`config.mk`:
```
export PLATFORM = sky130hd
export DESIGN_NAME = inst_sram_like_slave
export DESIGN_NICKNAME = d
export VERILOG_FILES = /design/src/rtl/cpu_bus_pkg.sv /design/src/rtl/sync_fifo.sv /design/src/rtl/inst_sram_like_slave.sv
export SDC_FILE = /design/constraint.sdc
export NUM_CORES = 1
export LEC_CHECK = 0
export ABC_AREA = 1
export BUFFER_PORTS_ARGS = -buffer_cell sky130_fd_sc_hd__buf_2
export CAP_MARGIN = 20
export CORE_ASPECT_RATIO = 0.7
export CORE_MARGIN = 2
export CORE_UTILIZATION = 38
export CTS_CLUSTER_DIAMETER = 50
export DETAILED_ROUTE_END_ITERATION = 12
export PLACE_DENSITY = 0.72
export SLEW_MARGIN = 20
export SYNTH_ARGS = -nofsm -noshare
export SYNTH_HDL_FRONTEND = slang
export SYNTH_SLANG_ARGS = --single-unit
```
`constraint.sdc`:
```
create_clock -name clk -period 3.3 [get_ports clk]
set_clock_uncertainty 0.1 [all_clocks]
set_input_delay 0.825 -clock clk [delete_from_list [all_inputs] [get_ports clk]]
set_output_delay 0.825 -clock clk [all_outputs]
set_load 0.01 [all_outputs]
```
`src/rtl/cpu_bus_pkg.sv`:
```
// Shared CPU bus definitions: access sizes, boot address and byte-lane helper.
package cpu_bus_pkg;

  typedef enum logic [1:0] {
    SZ_BYTE = 2'd0,
    SZ_HALF = 2'd1,
    SZ_WORD = 2'd2
  } size_e;

  localparam logic [31:0] STARTADDR = 32'hbfc00000;

  // Byte-lane enables for a store; misaligned accesses are not trapped, the
  // low address bits simply select lanes (size 3 behaves like a word).
  function automatic logic [3:0] byte_en(input logic [1:0] size, input logic [1:0] addr_lo);
    logic [3:0] be;
    case (size)
      SZ_BYTE: be = 4'b0001 << addr_lo;
      SZ_HALF: be = addr_lo[1] ? 4'b1100 : 4'b0011;
      default: be = 4'b1111;
    endcase
    return be;
  endfunction

endpackage

```
`src/rtl/sync_fifo.sv`:
```
// Small synchronous FIFO with a combinational head output.
module sync_fifo #(
  parameter int WIDTH = 32,
  parameter int DEPTH = 2
) (
  input  logic             clk,
  input  logic             resetn,
  input  logic             push,
  input  logic             pop,
  input  logic [WIDTH-1:0] din,
  output logic [WIDTH-1:0] head,
  output logic             empty,
  output logic             full
);
  localparam int PTR_W = (DEPTH > 1) ? $clog2(DEPTH) : 1;
  localparam int CNT_W = PTR_W + 1;
  localparam logic [PTR_W-1:0] LAST = PTR_W'(DEPTH - 1);
  localparam logic [CNT_W-1:0] CAP  = CNT_W'(DEPTH);

  logic [WIDTH-1:0] mem_q [DEPTH];
  logic [PTR_W-1:0] rd_ptr_q, rd_ptr_d;
  logic [PTR_W-1:0] wr_ptr_q, wr_ptr_d;
  logic [CNT_W-1:0] count_q, count_d;
  logic             do_push, do_pop;

  // Occupancy and pointer updates; an illegal push or pop is dropped.
  always_comb begin
    empty    = (count_q == '0);
    full     = (count_q == CAP);
    head     = mem_q[rd_ptr_q];
    do_push  = push & (~full | pop);
    do_pop   = pop & ~empty;
    rd_ptr_d = rd_ptr_q;
    wr_ptr_d = wr_ptr_q;
    count_d  = count_q;
    if (do_push) wr_ptr_d = (wr_ptr_q == LAST) ? '0 : wr_ptr_q + PTR_W'(1);
    if (do_pop)  rd_ptr_d = (rd_ptr_q == LAST) ? '0 : rd_ptr_q + PTR_W'(1);
    if (do_push & ~do_pop)      count_d = count_q + CNT_W'(1);
    else if (~do_push & do_pop) count_d = count_q - CNT_W'(1);
  end

  // Storage needs no reset because the occupancy count gates its use.
  always_ff @(posedge clk) begin
    if (do_push) mem_q[wr_ptr_q] <= din;
  end

  // Pointer and count registers.
  always_ff @(posedge clk or negedge resetn) begin
    if (!resetn) begin
      rd_ptr_q <= '0;
      wr_ptr_q <= '0;
      count_q  <= '0;
    end else begin
      rd_ptr_q <= rd_ptr_d;
      wr_ptr_q <= wr_ptr_d;
      count_q  <= count_d;
    end
  end

endmodule

```
`src/rtl/inst_sram_like_slave.sv`:
```
// Instruction-side SRAM-like slave: accepts fetch requests, drives a
// 1-cycle-latency block RAM and returns responses in acceptance order.
import cpu_bus_pkg::*;

module inst_sram_like_slave #(
  parameter int          ADDR_W          = 16,
  parameter int          MAX_OUTSTANDING = 2,
  parameter int          RANDOM_STALL    = 0,
  parameter logic [15:0] LFSR_SEED       = 16'hACE1
) (
  input  logic              clk,
  input  logic              resetn,
  input  logic              req,
  input  logic              wr,
  input  logic [1:0]        size,
  input  logic [31:0]       addr,
  input  logic [31:0]       wdata,
  output logic              addr_ok,
  output logic [31:0]       rdata,
  output logic              data_ok,
  output logic              ram_en,
  output logic [3:0]        ram_wen,
  output logic [ADDR_W-1:0] ram_addr,
  output logic [31:0]       ram_wdata,
  input  logic [31:0]       ram_rdata
);
  localparam int CNT_W = $clog2(MAX_OUTSTANDING + 1);
  localparam logic [CNT_W-1:0] CNT_MAX = CNT_W'(MAX_OUTSTANDING);

  logic [CNT_W-1:0] cnt_q, cnt_d;
  logic             pend_v_q, pend_v_d;
  logic             pend_wr_q, pend_wr_d;
  logic [15:0]      lfsr_q, lfsr_d;
  logic             stall_a, stall_d, handshake;
  logic [31:0]      pend_data, fifo_head;
  logic             fifo_empty, fifo_full, fifo_push, fifo_pop;
  logic             unused_bits;

  // Stall sources: a free-running LFSR when stalls are enabled, otherwise none.
  always_comb begin
    lfsr_d  = {lfsr_q[0] ^ lfsr_q[2] ^ lfsr_q[3] ^ lfsr_q[5], lfsr_q[15:1]};
    stall_a = 1'b0;
    stall_d = 1'b0;
    if (RANDOM_STALL != 0) begin
      stall_a = lfsr_q[0] & lfsr_q[1];
      stall_d = lfsr_q[2] & lfsr_q[3];
    end
  end

  // Request side: accept while a slot is free and issue straight to the RAM;
  // reset gates everything so outputs drop without waiting for a clock.
  always_comb begin
    addr_ok   = resetn & req & (cnt_q < CNT_MAX) & ~stall_a;
    handshake = addr_ok;
    ram_en    = handshake;
    ram_wen   = (handshake & wr) ? byte_en(size, addr[1:0]) : 4'b0000;
    ram_addr  = addr[ADDR_W+1:2];
    ram_wdata = wdata;
    pend_v_d  = handshake;
    pend_wr_d = handshake & wr;
  end

  // Response side: bypass RAM data when nothing is queued, else serve the
  // FIFO head and park the pending response behind it.
  always_comb begin
    pend_data = pend_wr_q ? 32'h0 : ram_rdata;
    data_ok   = resetn & (~fifo_empty | pend_v_q) & ~stall_d;
    rdata     = 32'h0;
    if (data_ok) rdata = fifo_empty ? pend_data : fifo_head;
    fifo_pop  = data_ok & ~fifo_empty;
    fifo_push = pend_v_q & ~(fifo_empty & data_ok);
    cnt_d     = cnt_q;
    if (handshake & ~data_ok)      cnt_d = cnt_q + CNT_W'(1);
    else if (~handshake & data_ok) cnt_d = cnt_q - CNT_W'(1);
  end

  // Control state; asynchronous reset discards all in-flight work.
  always_ff @(posedge clk or negedge resetn) begin
    if (!resetn) begin
      cnt_q     <= '0;
      pend_v_q  <= 1'b0;
      pend_wr_q <= 1'b0;
      lfsr_q    <= LFSR_SEED;
    end else begin
      cnt_q     <= cnt_d;
      pend_v_q  <= pend_v_d;
      pend_wr_q <= pend_wr_d;
      lfsr_q    <= lfsr_d;
    end
  end

  sync_fifo #(
    .WIDTH (32),
    .DEPTH (MAX_OUTSTANDING)
  ) u_resp_fifo (
    .clk    (clk),
    .resetn (resetn),
    .push   (fifo_push),
    .pop    (fifo_pop),
    .din    (pend_data),
    .head   (fifo_head),
    .empty  (fifo_empty),
    .full   (fifo_full)
  );

  assign unused_bits = ^{addr[31:ADDR_W+2], fifo_full};

endmodule

```
==> qor.txt, run 1 <==
Final ANT Viol Nets -> 0
post-CTS setup buffer count -> 0
Ys Warns -> 0
Initial Util -> 0.387
Power per Cell Area -> 700 mW/mm^2
Setup-failing EPs final -> 0
Final Cycle Share -> 0.887
CP arrival -> 2.00 ns
r2r endpoint -> u_resp_fifo.mem_q[1][12]
H-tree depth -> 3
Sw Ratio -> 0.340
drc violations -> 0
global-route wire length before repair -> 12.6 mm
Layout area overhead -> 11.0%
row count -> 31
final std cells w/o fill -> 594
Synth area leaders -> edfxtp_1 (48%), nand2_1 (10%), buf_4 (10%)
TritonCTS clock tree -> built
antenna violations before repair -> 0
Worst Tran Pin Value -> 0.593 ns
DP Wirelength -> 5.36 mm
die area -> 0.0113 sq mm
post-synth cell types -> 26
initial drt markers -> 117
max-slew violations -> 0
outcome -> completed
core area -> 0.0103 sq mm
multi-input logic area -> 0.00107 sq mm
share of post-route cells with drive strength above 1 -> 0.294
die width -> 126 um
NetSw -> 1050 uW
fill count -> 1,054
Skew-Pair Late Insertion Delay -> 0.33 ns
Worst VDD drop -> 317 uV
Avg Inst Size Synth -> 9.36 sq um
CP endpoint kind -> primary output
Slew Limit Headroom -> 0.604
final hold violations -> 0
TNS Setup -> 0 ns
vias in the first global route -> 2,645
post-synth top area cell -> edfxtp_1
Total Routing Usage GR -> 0.146
Cell Count Post-Placement -> 578
power share of the combinational group -> 0.321
share of the synthesized area in the top cell type -> 0.483
syn_nets -> 529
Final Instance Area -> 0.00442 sq mm
post-cts hold buffer count -> 0
CTS Sinks -> 72
CP Max Fanout -> 16
diode count -> 0
RePlAce Congestion -> 0.718
Reg area -> 0.00212 sq mm
Remaining Overflow, GRT -> 0
Root Buffer -> clkbuf_16
nets -> 561
mapped cell area -> 0.00398 sq mm
RSZ-0062 raised after global routing -> no
vias per inst -> 4.57
total CTS buffers -> 9
worst hold path type -> in -> async
final WL -> 7.80 mm
Leak -> 0.00216 uW
FF+latch count, synth -> 72
WL/cell -> 13.1 um
kind of critical path -> reg -> out
IO Pins -> 189
internal power -> 2040 uW
f_max -> 342 MHz
sequential element share of the synthesized area -> 0.533
Max Cap Viol -> 0
Mapped Cells -> 425
input/output buffers -> 78
Die Ht -> 89.6 um
clock-pin slew on the worst setup and hold paths -> 0.06 ns
placed inst area -> 0.00415 sq mm
r2r startpoint -> pend_v_q
r2r worst-path depth -> 6
Final Util -> 0.430
Seq pwr share -> 0.400
First-pass DRT Iterations -> 4
worst path required time -> 2.37 ns
# resized after CTS -> 0
largest net degree at the start of global routing -> 37
Clk network pwr share -> 0.279
crit start category -> register
Vias -> 2,713
flop-to-flop setup slack -> 1.10 ns
clock tree buffer depth -> 2
Period minus WS final -> 2.93 ns
worst max-delay path, cell delays in order, from the launching register on:
cell,delay (ns)
dfrtp_1,0.44
inv_1,0.48
buf_4,0.32
nand2_1,0.13
o21ai_2,0.14
buf_2,0.16
cell usage in the layout, fill, tap and decap left out, drive strengths merged:
master    n
dfrtp     8
o21ai    65
inv      81
xor2      1
edfxtp   64
xnor2     2
buf      86
ha        2
nand3     5
clkbuf   15
nand2   111
or2       2
clkinv    1
nor2     10
nand4     2
a21oi     7
worst max-delay path by stage:
stage / startpoint / end / slack (ns)
finish: pend_wr_q / rdata[11] / 0.37
global route: u_resp_fifo.rd_ptr_q / rdata[14] / 0.22
CTS: pend_wr_q / rdata[11] / 0.34
detailed placement: resetn / rdata[16] / 0.39
global placement: resetn / rdata[21] / 0.39
floorplan: resetn / u_resp_fifo.mem_q[1][0] / 0.19
final cells by class:
type	count	area share
clock buffer	15	0.0584
clock inverter	1	0.00113
inverter	81	0.0688
multi-input combinational	207	0.243
sequential	72	0.481
tap	132	0.0374
timing repair buffer	86	0.110
cells by family (layout without fill, tap and decap cells):
logic type	count (synthesis)	count (layout)	synth area share
buf+inv	146	183	0.199
fa+ha+maj	2	2	0.00629
xor+xnor	3	3	0.00660
flops	72	72	0.533
simple gates	130	130	0.136
compound gates	72	72	0.119
through the flow:
stage                     hold WS (ns)  total power [uW]  setup WS, ns
after floorplan                  0.341              2020         0.191
after global placement           0.358              2230         0.392
after detailed placement         0.366              2260         0.387
after CTS                        0.215              3150         0.336
after global routing             0.217              3320         0.224
final                            0.231              3090         0.373
synth_stat cells:
cell type / n
nor2_2: 1
o21ai_2: 29
nand2_1: 110
clkbuf_1: 1
dfrtp_1: 8
or2_2: 1
buf_6: 5
ha_1: 2
nor2_1: 7
nand3_4: 1
edfxtp_1: 64
nor2_4: 2
buf_4: 53
xnor2_1: 2
a21oi_2: 1
buf_2: 5
or2_1: 1
nand2_4: 1
inv_1: 80
nand4_1: 2
a21oi_1: 6
inv_2: 1
nand3_1: 4
o21ai_0: 36
xor2_1: 1
clkbuf_2: 1
registers in the layout, summed over array words and instances, names as in the netlist:
register,count
u_resp_fifo.mem_q,64
pend_wr_q,1
u_resp_fifo.rd_ptr_q,1
cnt_q,2
u_resp_fifo.wr_ptr_q,1
pend_v_q,1
u_resp_fifo.count_q,2
per-layer routing:
metal | vias to the layer above | routed length (um) | track usage
met4 | 0 | 178 | 0.0639
met2 | 101 | 3590 | 0.238
met3 | 30 | 542 | 0.0581
met1 | 1214 | 3490 | 0.176
li1 | 1368 | - | -
met5 | - | 0 | 0
power by group through the flow:
stage / Clock (uW) / Combinational, uW / Sequential (uW)
after global placement: 0 / 979 / 1250
after global routing: 934 / 1130 / 1260
after floorplan: 0 / 827 / 1190
final: 862 / 993 / 1240
after detailed placement: 0 / 1010 / 1260
after CTS: 892 / 1010 / 1240
Note: power is estimated with default switching activity, not from simulation.
==> inputs of run 2 (changes only) <==
Clock period 3.3 ns to 3.65 ns, I/O delays scaled along.
==> qor.txt, run 2 (same netlist as run 1, synthesis figures left out) <==
share of post-route cells with drive strength above 1 -> 0.298 (was 0.294)
Slew Limit Headroom -> 0.334 (was 0.604)
critical path's top delay family -> buffers and inverters (unchanged)
TritonCTS clock tree -> built (unchanged)
fill count -> 1,002 (was 1,054)
final hold violations -> 0 (unchanged)
CP Max Fanout -> 30 (was 16)
clock tree buffer depth -> 2 (unchanged)
Top reg by flops -> u_resp_fifo.mem_q (unchanged)
flop-to-flop setup slack -> 1.47 ns (was 1.10 ns)
NetSw -> 962 uW (was 1050 uW)
worst hold path type -> in -> async (unchanged)
WL/cell -> 13.0 um (was 13.1 um)
biggest regs -> u_resp_fifo.mem_q (64), cnt_q (2), u_resp_fifo.count_q (2) (unchanged)
clock-pin slew on the worst setup and hold paths -> 0.06 ns (about the same)
RePlAce Congestion -> 0.753 (was 0.718)
global-route wire length before repair -> 12.5 mm (was 12.6 mm)
crit start category -> primary input (was register)
Layout area overhead -> 10.1% (was 11.0%)
Power Total -> 2770 uW (was 3090 uW)
diode count -> 0 (unchanged)
worst path required time -> 2.64 ns (was 2.37 ns)
vias in the first global route -> 2,654 (was 2,645)
Max Cap Viol -> 0 (unchanged)
internal power -> 1810 uW (was 2040 uW)
Crit path largest cell delay -> 0.31 ns (was 0.48 ns)
CP endpoint kind -> primary output (unchanged)
DP Wirelength -> 5.34 mm (was 5.36 mm)
IO Pins -> 189 (unchanged)
Period minus WS final -> 3.13 ns
core area -> 0.0103 sq mm (unchanged)
Largest register FFs -> 64 (unchanged)
Total Routing Usage GR -> 0.145 (was 0.146)
max-slew violations -> 0 (unchanged)
outcome -> completed (unchanged)
multi-input logic area -> 0.00107 sq mm (unchanged)
Remaining Overflow, GRT -> 0 (unchanged)
First-pass DRT Iterations -> 4 (unchanged)
post-CTS setup buffer count -> 0 (unchanged)
total CTS buffers -> 9 (unchanged)
row count -> 31 (unchanged)
Power per Cell Area -> 632 mW/mm^2 (was 700 mW/mm^2)
# resized after CTS -> 0 (unchanged)
Worst Tran Pin Value -> 1.00 ns (was 0.593 ns)
Slowest-stage cell, CP -> nand2_4 (was inv_1)
nets -> 559 (was 561)
Root Buffer -> clkbuf_16 (unchanged)
final WL -> 7.68 mm (was 7.80 mm)
Sw Ratio -> 0.348 (was 0.340)
drc violations -> 0 (unchanged)
die width -> 126 um (unchanged)
Leak -> 0.00215 uW (was 0.00216 uW)
CP arrival -> 2.12 ns (was 2.00 ns)
die area -> 0.0113 sq mm (unchanged)
post-cts hold buffer count -> 0 (unchanged)
Vias -> 2,707 (was 2,713)
initial drt markers -> 136 (was 117)
Die Ht -> 89.6 um (unchanged)
Initial Util -> 0.387 (unchanged)
CP Buf/Inv Count -> 3 (unchanged)
f_max -> 319 MHz
Reg area -> 0.00212 sq mm (unchanged)
largest net degree at the start of global routing -> 66 (was 37)
Worst VDD drop -> 303 uV (was 317 uV)
Skew-Pair Late Insertion Delay -> 0.34 ns (was 0.33 ns)
Final Cycle Share -> 0.858
CTS Sinks -> 72 (unchanged)
most common cell after layout, fill and taps aside -> nand2_1 (unchanged)
TNS Setup -> 0 ns (unchanged)
power share of the combinational group -> 0.306 (was 0.321)
CP cell instances -> buf_2, nand2_1, inv_2, nand2_4, o21ai_2, buf_2 (was inv_1, buf_4, nand2_1, o21ai_2, buf_2)
H-tree depth -> 3 (unchanged)
Seq pwr share -> 0.420 (was 0.400)
Worst path most repeated cell -> buf_2
vias per inst -> 4.58 (was 4.57)
input/output buffers -> 78 (unchanged)
Setup-failing EPs final -> 0 (unchanged)
Final Util -> 0.426 (was 0.430)
most frequent cells in the layout -> nand2_1 (110), inv_1 (80), buf_2 (78) (unchanged)
Clk network pwr share -> 0.274 (was 0.279)
antenna violations before repair -> 0 (unchanged)
RSZ-0062 raised after global routing -> no (unchanged)
kind of critical path -> in -> out (was reg -> out)
Final ANT Viol Nets -> 0 (unchanged)
-- run 2: cell types whose count changed in the layout (fill, tap and decap cells not counted), sizes merged --
| cell | delta |
|---|---|
| clkbuf | -5 |
| buf | -2 |
| clkinv | +4 |
-- run 2: layout make-up --
cell class | instances | area share
Sequential cell | 72 | 0.485
Clock inverter | 5 | 0.00571
Multi-Input combinational cell | 207 | 0.245
Timing Repair Buffer | 84 | 0.105
Inverter | 81 | 0.0694
Clock buffer | 10 | 0.0523
Tap cell | 132 | 0.0377
-- run 2: power by group through the flow --
stage	Sequential, uW	Combinational [uW]	Clock (uW)
floorplan	1080	748	0
global placement	1170	833	0
detailed placement	1180	859	0
CTS	1160	865	783
global route	1180	967	822
finish	1160	847	759
-- run 2: routing by layer --
layer  track usage  wire length (um)
met1         0.174              3440
met2         0.233              3480
met3        0.0616               532
met4        0.0619               226
met5             0                 0
-- run 2: metrics by stage --
stage	setup WS, ns	cells	area, sq um	hold slack, ns
6_report	0.519	591	4380	0.335
5_1_grt	0.376	591	4380	0.344
4_1_cts	0.475	591	4380	0.334
3_5_place_dp	0.486	576	4130	0.370
3_3_place_gp	0.516	576	4130	0.359
2_1_floorplan	0.454	425	3980	0.341
-- run 2: worst reg2reg max path, delay by kind of cell, from the launching register on --
kind          cells  cell delay [ns]
buf+inv           2             0.30
flops             1             0.42
simple gates      4             1.05
-- run 2: worst paths after layout --
| path | from | to | cells after the start |
|---|---|---|---|
| min in group clk | cnt_q[0] | cnt_q[0] | 1 |
| worst min register to register | cnt_q[0] | cnt_q[0] | 1 |
| worst max register to register | pend_v_q | u_resp_fifo.mem_q[1][5] | 6 |
| worst min-delay path | resetn | cnt_q[1] | 1 |
| max in group asynchronous | resetn | u_resp_fifo.rd_ptr_q | 1 |
| worst max-delay path | resetn | rdata[28] | 6 |
